File: src/rtl/itlb_refill_walker.sv
// iTLB miss walker: single-level linear page table read, then a one-cycle fill or page-fault pulse.
// Miss->mem_req 1 cycle, mem_ack->tlb_write/page_fault 1 cycle; optional WALKER_TIMEOUT_EN bounds the wait in REQ.
module itlb_refill_walker #(
  parameter int VA_W        = 32,
  parameter int PA_W        = 20,
  parameter int OFFSET_W    = 12,
  parameter int TIMEOUT_CYC = 64
) (
  input  logic                     clk,
  input  logic                     reset,
  input  logic                     tlb_miss,
  input  logic [VA_W-1:0]          miss_vaddr,
  input  logic [PA_W-1:0]          ptbr,
  output logic                     mem_req,
  output logic [PA_W-1:0]          mem_addr,
  input  logic                     mem_ack,
  input  logic [31:0]              mem_rdata,
  output logic                     tlb_write,
  output logic [PA_W-OFFSET_W-1:0] physical_page_num_mem,
  output logic                     page_fault,
  output logic [VA_W-1:0]          fault_vaddr,
  output logic                     busy
);

  localparam int VPN_W = VA_W - OFFSET_W;
  localparam int PPN_W = PA_W - OFFSET_W;

  typedef enum logic [2:0] {IDLE, REQ, FILL, FAULT, DRAIN} state_e;

  state_e            state_q, state_d;
  logic [PA_W-1:0]   pte_addr_q, pte_addr_d;
  logic [VA_W-1:0]   vaddr_q, vaddr_d;
  logic [PPN_W-1:0]  ppn_q, ppn_d;
  logic [VA_W-1:0]   fault_vaddr_q, fault_vaddr_d;
  logic [VPN_W+1:0]  pte_off;
  logic              unused_rdata;

`ifdef WALKER_TIMEOUT_EN
  logic [7:0]        cnt_q, cnt_d;
`endif

  // PTE index scaled by 4 bytes; the sum deliberately wraps at PA_W bits
  assign pte_off      = {miss_vaddr[VA_W-1:OFFSET_W], 2'b00};
  assign unused_rdata = ^mem_rdata[30:PPN_W];

  always_ff @(posedge clk) begin
    if (reset) begin
      state_q       <= IDLE;
      pte_addr_q    <= '0;
      vaddr_q       <= '0;
      ppn_q         <= '0;
      fault_vaddr_q <= '0;
`ifdef WALKER_TIMEOUT_EN
      cnt_q         <= '0;
`endif
    end else begin
      state_q       <= state_d;
      pte_addr_q    <= pte_addr_d;
      vaddr_q       <= vaddr_d;
      ppn_q         <= ppn_d;
      fault_vaddr_q <= fault_vaddr_d;
`ifdef WALKER_TIMEOUT_EN
      cnt_q         <= cnt_d;
`endif
    end
  end

  always_comb begin
    state_d       = state_q;
    pte_addr_d    = pte_addr_q;
    vaddr_d       = vaddr_q;
    ppn_d         = ppn_q;
    fault_vaddr_d = fault_vaddr_q;
`ifdef WALKER_TIMEOUT_EN
    cnt_d         = cnt_q;
`endif
    mem_req       = 1'b0;
    tlb_write     = 1'b0;
    page_fault    = 1'b0;
    case (state_q)
      IDLE: begin
        if (tlb_miss) begin
          vaddr_d    = miss_vaddr;
          pte_addr_d = ptbr + pte_off[PA_W-1:0];
          state_d    = REQ;
`ifdef WALKER_TIMEOUT_EN
          cnt_d      = '0;
`endif
        end
      end
      REQ: begin
        mem_req = 1'b1;
        if (mem_ack) begin
          if (mem_rdata[31]) begin
            ppn_d   = mem_rdata[PPN_W-1:0];
            state_d = FILL;
          end else begin
            fault_vaddr_d = vaddr_q;
            state_d       = FAULT;
          end
        end
`ifdef WALKER_TIMEOUT_EN
        else if (cnt_q == 8'(TIMEOUT_CYC - 1)) begin
          fault_vaddr_d = vaddr_q;
          state_d       = FAULT;
        end else begin
          cnt_d = cnt_q + 8'd1;
        end
`endif
      end
      FILL: begin
        tlb_write = 1'b1;
        state_d   = DRAIN;
      end
      FAULT: begin
        page_fault = 1'b1;
        state_d    = DRAIN;
      end
      DRAIN:   state_d = IDLE;
      default: state_d = IDLE;
    endcase
  end

  assign mem_addr              = pte_addr_q;
  assign physical_page_num_mem = ppn_q;
  assign fault_vaddr           = fault_vaddr_q;
  assign busy                  = (state_q != IDLE);

endmodule

File: config.mk
export PLATFORM = sky130hd
export DESIGN_NAME = itlb_refill_walker
export DESIGN_NICKNAME = d
export VERILOG_FILES = /design/src/rtl/itlb_refill_walker.sv
export SDC_FILE = /design/constraint.sdc
export NUM_CORES = 1
export LEC_CHECK = 0
export CAP_MARGIN = 30
export CORE_UTILIZATION = 45
export CTS_BUF_LIST = sky130_fd_sc_hd__clkbuf_4 sky130_fd_sc_hd__clkbuf_8
export CTS_CLUSTER_SIZE = 8
export DETAILED_ROUTE_END_ITERATION = 6
export PLACE_DENSITY = 0.84
export REMOVE_ABC_BUFFERS = 1
export SYNTH_ARGS = -nofsm -noshare
export SYNTH_HDL_FRONTEND = slang
export SYNTH_SLANG_ARGS = --single-unit
File: constraint.sdc
create_clock -name clk -period 2.5 [get_ports clk]
set_input_delay 0.5 -clock clk [delete_from_list [all_inputs] [get_ports clk]]
set_output_delay 0.5 -clock clk [all_outputs]
set_load 0.1 [all_outputs]
After elaboration in Yosys (flattened, before gate mapping)
Cells that the tools add are included.
Cells by class
  add/sub/neg operators: 1
  equal/unequal tests: 5
  mux-type cells: 7
  bitwise logic cells: 1
  reduce and logical (&&, ||, !) cells: 7
Operator list (count)
  20-bit adder: 1
  3-bit case mux with 3 select lines: 1
  3-bit by 2-bit == test with 1-bit output (second input constant): 2
  3-bit 2-to-1 mux: 2
  3-bit AND reduction: 2
  1-bit 2-to-1 mux: 4
  2-bit inequality test (second input constant): 2
  2-bit AND reduction: 2
  3-bit by 1-bit == test with 1-bit output (second input constant): 1
  3-bit zero test: 1
  3-bit nonzero test: 1
  2-bit OR reduction: 1
  1-bit NOT: 1
Word-level totals
  register bits after elaboration: 95
  output and inout bits: 64
  word-level logic and storage cells: 26

Logic depth before layout (Yosys ltp)
  depth in word-level cells: 3
  depth in mapped cells: 8
  gate-level depth less buffers: 8

Least setup slack after synthesis
OpenSTA, ideal clock, no wires.
  path type: register to register
  from: register state_q[0]
  to: register ppn_q[0] (netlist: physical_page_num_mem[0])
  data arrival time: 3.723 ns
  required time: 2.372 ns
  setup slack: -1.350 ns
  cell stages (with the launch flop): 6
  path buffers: 0
  period minus slack after synthesis: 3.850 ns
  path through: dfxtp_1 > inv_1 > nor3_1 > nand3_1 > mux2i_1 > nor2_1
Between the ends
  word-level cells in the longest chain between the ends: 2
RTL lines
  start, declared: line 30  | state_e state_q, state_d;
  start signal, assigned: line 57  | state_q <= state_d;
  3-bit by 1-bit == test with 1-bit output: line 80  | case (state_q)
  3-bit AND reduction (no line)
  end signal, assigned: line 60  | ppn_q <= ppn_d;
  end, declared: line 33  | logic [PPN_W-1:0] ppn_q, ppn_d;
Every way passes these cells.
A chain may end at the register's enable or synchronous reset.

Worst setup path after layout
  from: input miss_vaddr[12]
  to: register pte_addr_q[18] (netlist: mem_addr[18])
Between the ends
  word-level cells in the longest chain between the ends: 1
RTL lines
  start, declared: line 12  | input logic [VA_W-1:0] miss_vaddr,
  20-bit adder: line 84  | pte_addr_d = ptbr + pte_off[PA_W-1:0];
  end signal, assigned: line 58  | pte_addr_q <= pte_addr_d;
  end, declared: line 31  | logic [PA_W-1:0] pte_addr_q, pte_addr_d;
Every way passes these cells.

==> key figures <==
Worst setup path
  – Worst endpoint data arrival time: 2720 ps
  – Critical path launch point type: input port
  – Worst Setup End Kind: register
  – Crit Path Max Fanout: 7
  – CP Data Required Time: 2790 ps
  – WS Path Type: input port to register

Yosys
  – Ys flop type: dfxtp_1
  – Yosys reg bits: 95
  – FFs w/ async S/R, synth: 0%
  – Cell variety after synth: 58
  – Syn Area/Cell: 8.081 um2
  – Post-synth EDFFs: 0
  – Post-synthesis sequential area ratio: 44.07%
  – YS warnings: 0
  – Synth Instances: 534
  – Netlist Area Pre-Place: 0.004315 mm2

GRT
  – Initial antenna violation count: 0
  – Largest net degree at the start of global routing: 60
  – Vias in the first global route: 4033
  – Gr usage total: 23.80%
  – First-pass GRT wire length: 18.90 mm
  – GR Overflow Total: 0

Die
  – Initial core utilization: 46.48%
  – Die width: 99.93 um
  – Row count: 35
  – Die area: 0.009985 mm2
  – Die Ht: 99.93 um
  – Core ar.: 0.009284 mm2
  – Num ports: 152

Clocking
  – CTS tree: done
  – CTS Buf Count: 9
  – Clk_lat worst skew: 370 ps
  – CTS max path bufs: 2
  – Clock tree root driver cell: clkbuf_8
  – Setup repair bufs after CTS: 0
  – Htree depth: 3
  – Clock slew at reported path FFs: 100 ps
  – Hold buffers post-CTS: 0
  – CTS sink cnt: 95

STA
  – Setup-failing EPs final: 0
  – Final min period: 2427 ps
  – Setup TNS: 0 ps
  – Clock Skew: 9.240 ps
  – Pins over their slew limit: 0
  – Final Cycle Share: 97.06%
  – Timing-limited maximum frequency: 412.1 MHz
  – RSZ-0062 raised after global routing: false
  – Final hold vios: 0
  – Slew at the pin with the worst max-slew slack: 659.0 ps
  – Max-slew headroom: 56.07%

Power
  – Power per cell area: 614.1 mW/mm2
  – Pleak: 2.493 nW
  – Flop pwr share: 44.8%
  – Combinational fraction of design power: 28.2%
  – P_sw: 1.319 mW
  – Switching share of total power: 36.16%
  – Clk pwr share: 27.0%
  – Worst vdd ir: 343.7 uV
  – Cell Int Power: 2.328 mW

Detailed routing
  – Drt via density: 5.282
  – TritonRoute pass-1 iters: 5
  – Post-DRT Antenna Nets: 0
  – DRC Markers: 0
  – WL final: 11.98 mm
  – Detailed-route wire length per cell: 14.69 um
  – DR vias: 4305
  – Drt first-iter violations: 182

Cells and area
  – Most common cell after layout, fill and taps aside: nand2_1
  – Area grow syn2layout: 37.61%
  – Non-filler cells, final: 815
  – Fin nets: 787
  – Final core occ: 63.96%
  – Layout cell share with drive strength beyond 1: 20.12%
  – Ant diodes: 0
  – Most frequent cells in the layout: nand2_1, buf_4, dfxtp_1, a21oi_1, clkdlybuf4s50_1

Place
  – Placed insts: 799
  – Post-DP HPWL: 8.565 mm
  – PortBufs: 128
  – GP Congestion: 0.9186

Worst hold path
  – Hold/Removal Path Class: register to register

Run
  – Max cap viols: 0

Outcome
  – Status: finished, final reports clean
-- cell usage after synthesis (all sizes together) (3+ instances only) --
library cell,n,share of area (%)
nand2,147,13
dfxtp,95,44
a21oi,82,9.5
clkbuf,23,2.5
nor2,20,1.7
nand3,19,2.2
ha,17,4.9
buf,10,1.4
mux2i,10,2.3
a21o,9,1.6
nor3,9,1.0
o211ai,8,1.4
o21ai,8,0.93
inv,7,0.61
and3,6,0.93
o21a,6,1.0
or3,6,0.90
a32oi,4,0.81
xor2,4,0.81
a211oi,3,0.52
a31oi,3,0.43
nand2b,3,0.43
nand4,3,0.43
-- power groups by stage --
stage,Sequential [mW],Combinational (mW),Clock [mW]
6_report,1.63,1.03,0.984
5_1_grt,1.64,1.09,1.07
4_1_cts,1.63,1.02,1.01
3_5_place_dp,1.67,1.02,0
3_3_place_gp,1.66,1.00,0
2_1_floorplan,1.95,0.354,0
-- registers in the layout (all words and copies together) (netlist names) --
register / flops
vaddr_q: 32
mem_addr: 20
physical_page_num_mem: 8
fault_vaddr: 32
state_q: 3
-- cell type report --
type,instances,area (um2)
fill,797,3346
multi-input combinational,398,2231
sequential,95,1902
timing repair buffer,169,1424
tap,129,161.4
clock buffer,9,123.9
clock inverter,7,66.31
inverter,8,30.03
-- repair_timing --
action,CTS,global route
endpoints found under the hold margin,0,0
setup endpoints to repair,1,1
resized for setup,1,2
-- per-layer routing --
layer / share of wire, % / global-route usage [%] / vias up
li1: - / - / 2140
met1: 44 / 29.29 / 2012
met2: 49 / 41.96 / 129
met3: 4.5 / 3.830 / 24
met4: 2.4 / 8.484 / 0
met5: 0 / 0 / -
-- cell families after synthesis --
logic type	share of synthesized area, %
compound gates	19.83
buf+inv	4.552
mux	2.320
fa+ha+maj	5.393
xor+xnor	1.015
flops	44.07
simple gates	22.82
-- final timing paths --
kind / slack (ps) / start / cells past startpoint / end
setup / recovery: 70 / miss_vaddr[12] / 10 / mem_addr[18]
hold / removal: 460 / vaddr_q[4] / 2 / fault_vaddr[4]
setup reg to reg: 640 / state_q[0] / 6 / mem_addr[4]
hold reg to reg: 460 / vaddr_q[4] / 2 / fault_vaddr[4]
-- worst max-delay path: stages --
cell and delay (ps):
clkdlybuf4s50_1 420, ha_2 200, inv_1 60, fa_1 190
and2b_2 230, o211a_1 240, buf_4 150, o22a_4 250
a2111o_1 380, o211ai_1 100
-- stage by stage --
| step | instance area, um2 | total power [mW] | hold WS, ps | setup slack [ps] |
|---|---|---|---|---|
| 6_report | 5938 | 3.647 | 456.8 | 73.42 |
| 4_1_cts | 5928 | 3.667 | 456.5 | 71.07 |
| 5_1_grt | 5938 | 3.803 | 471.5 | 24.15 |
| 2_1_floorplan | 4149 | 2.305 | 426.0 | -1341 |
| 3_3_place_gp | 5738 | 2.663 | 436.0 | -373.1 |
| 3_5_place_dp | 5738 | 2.685 | 442.7 | -393.1 |
No activity file was read; power rests on OpenSTA's default activity.
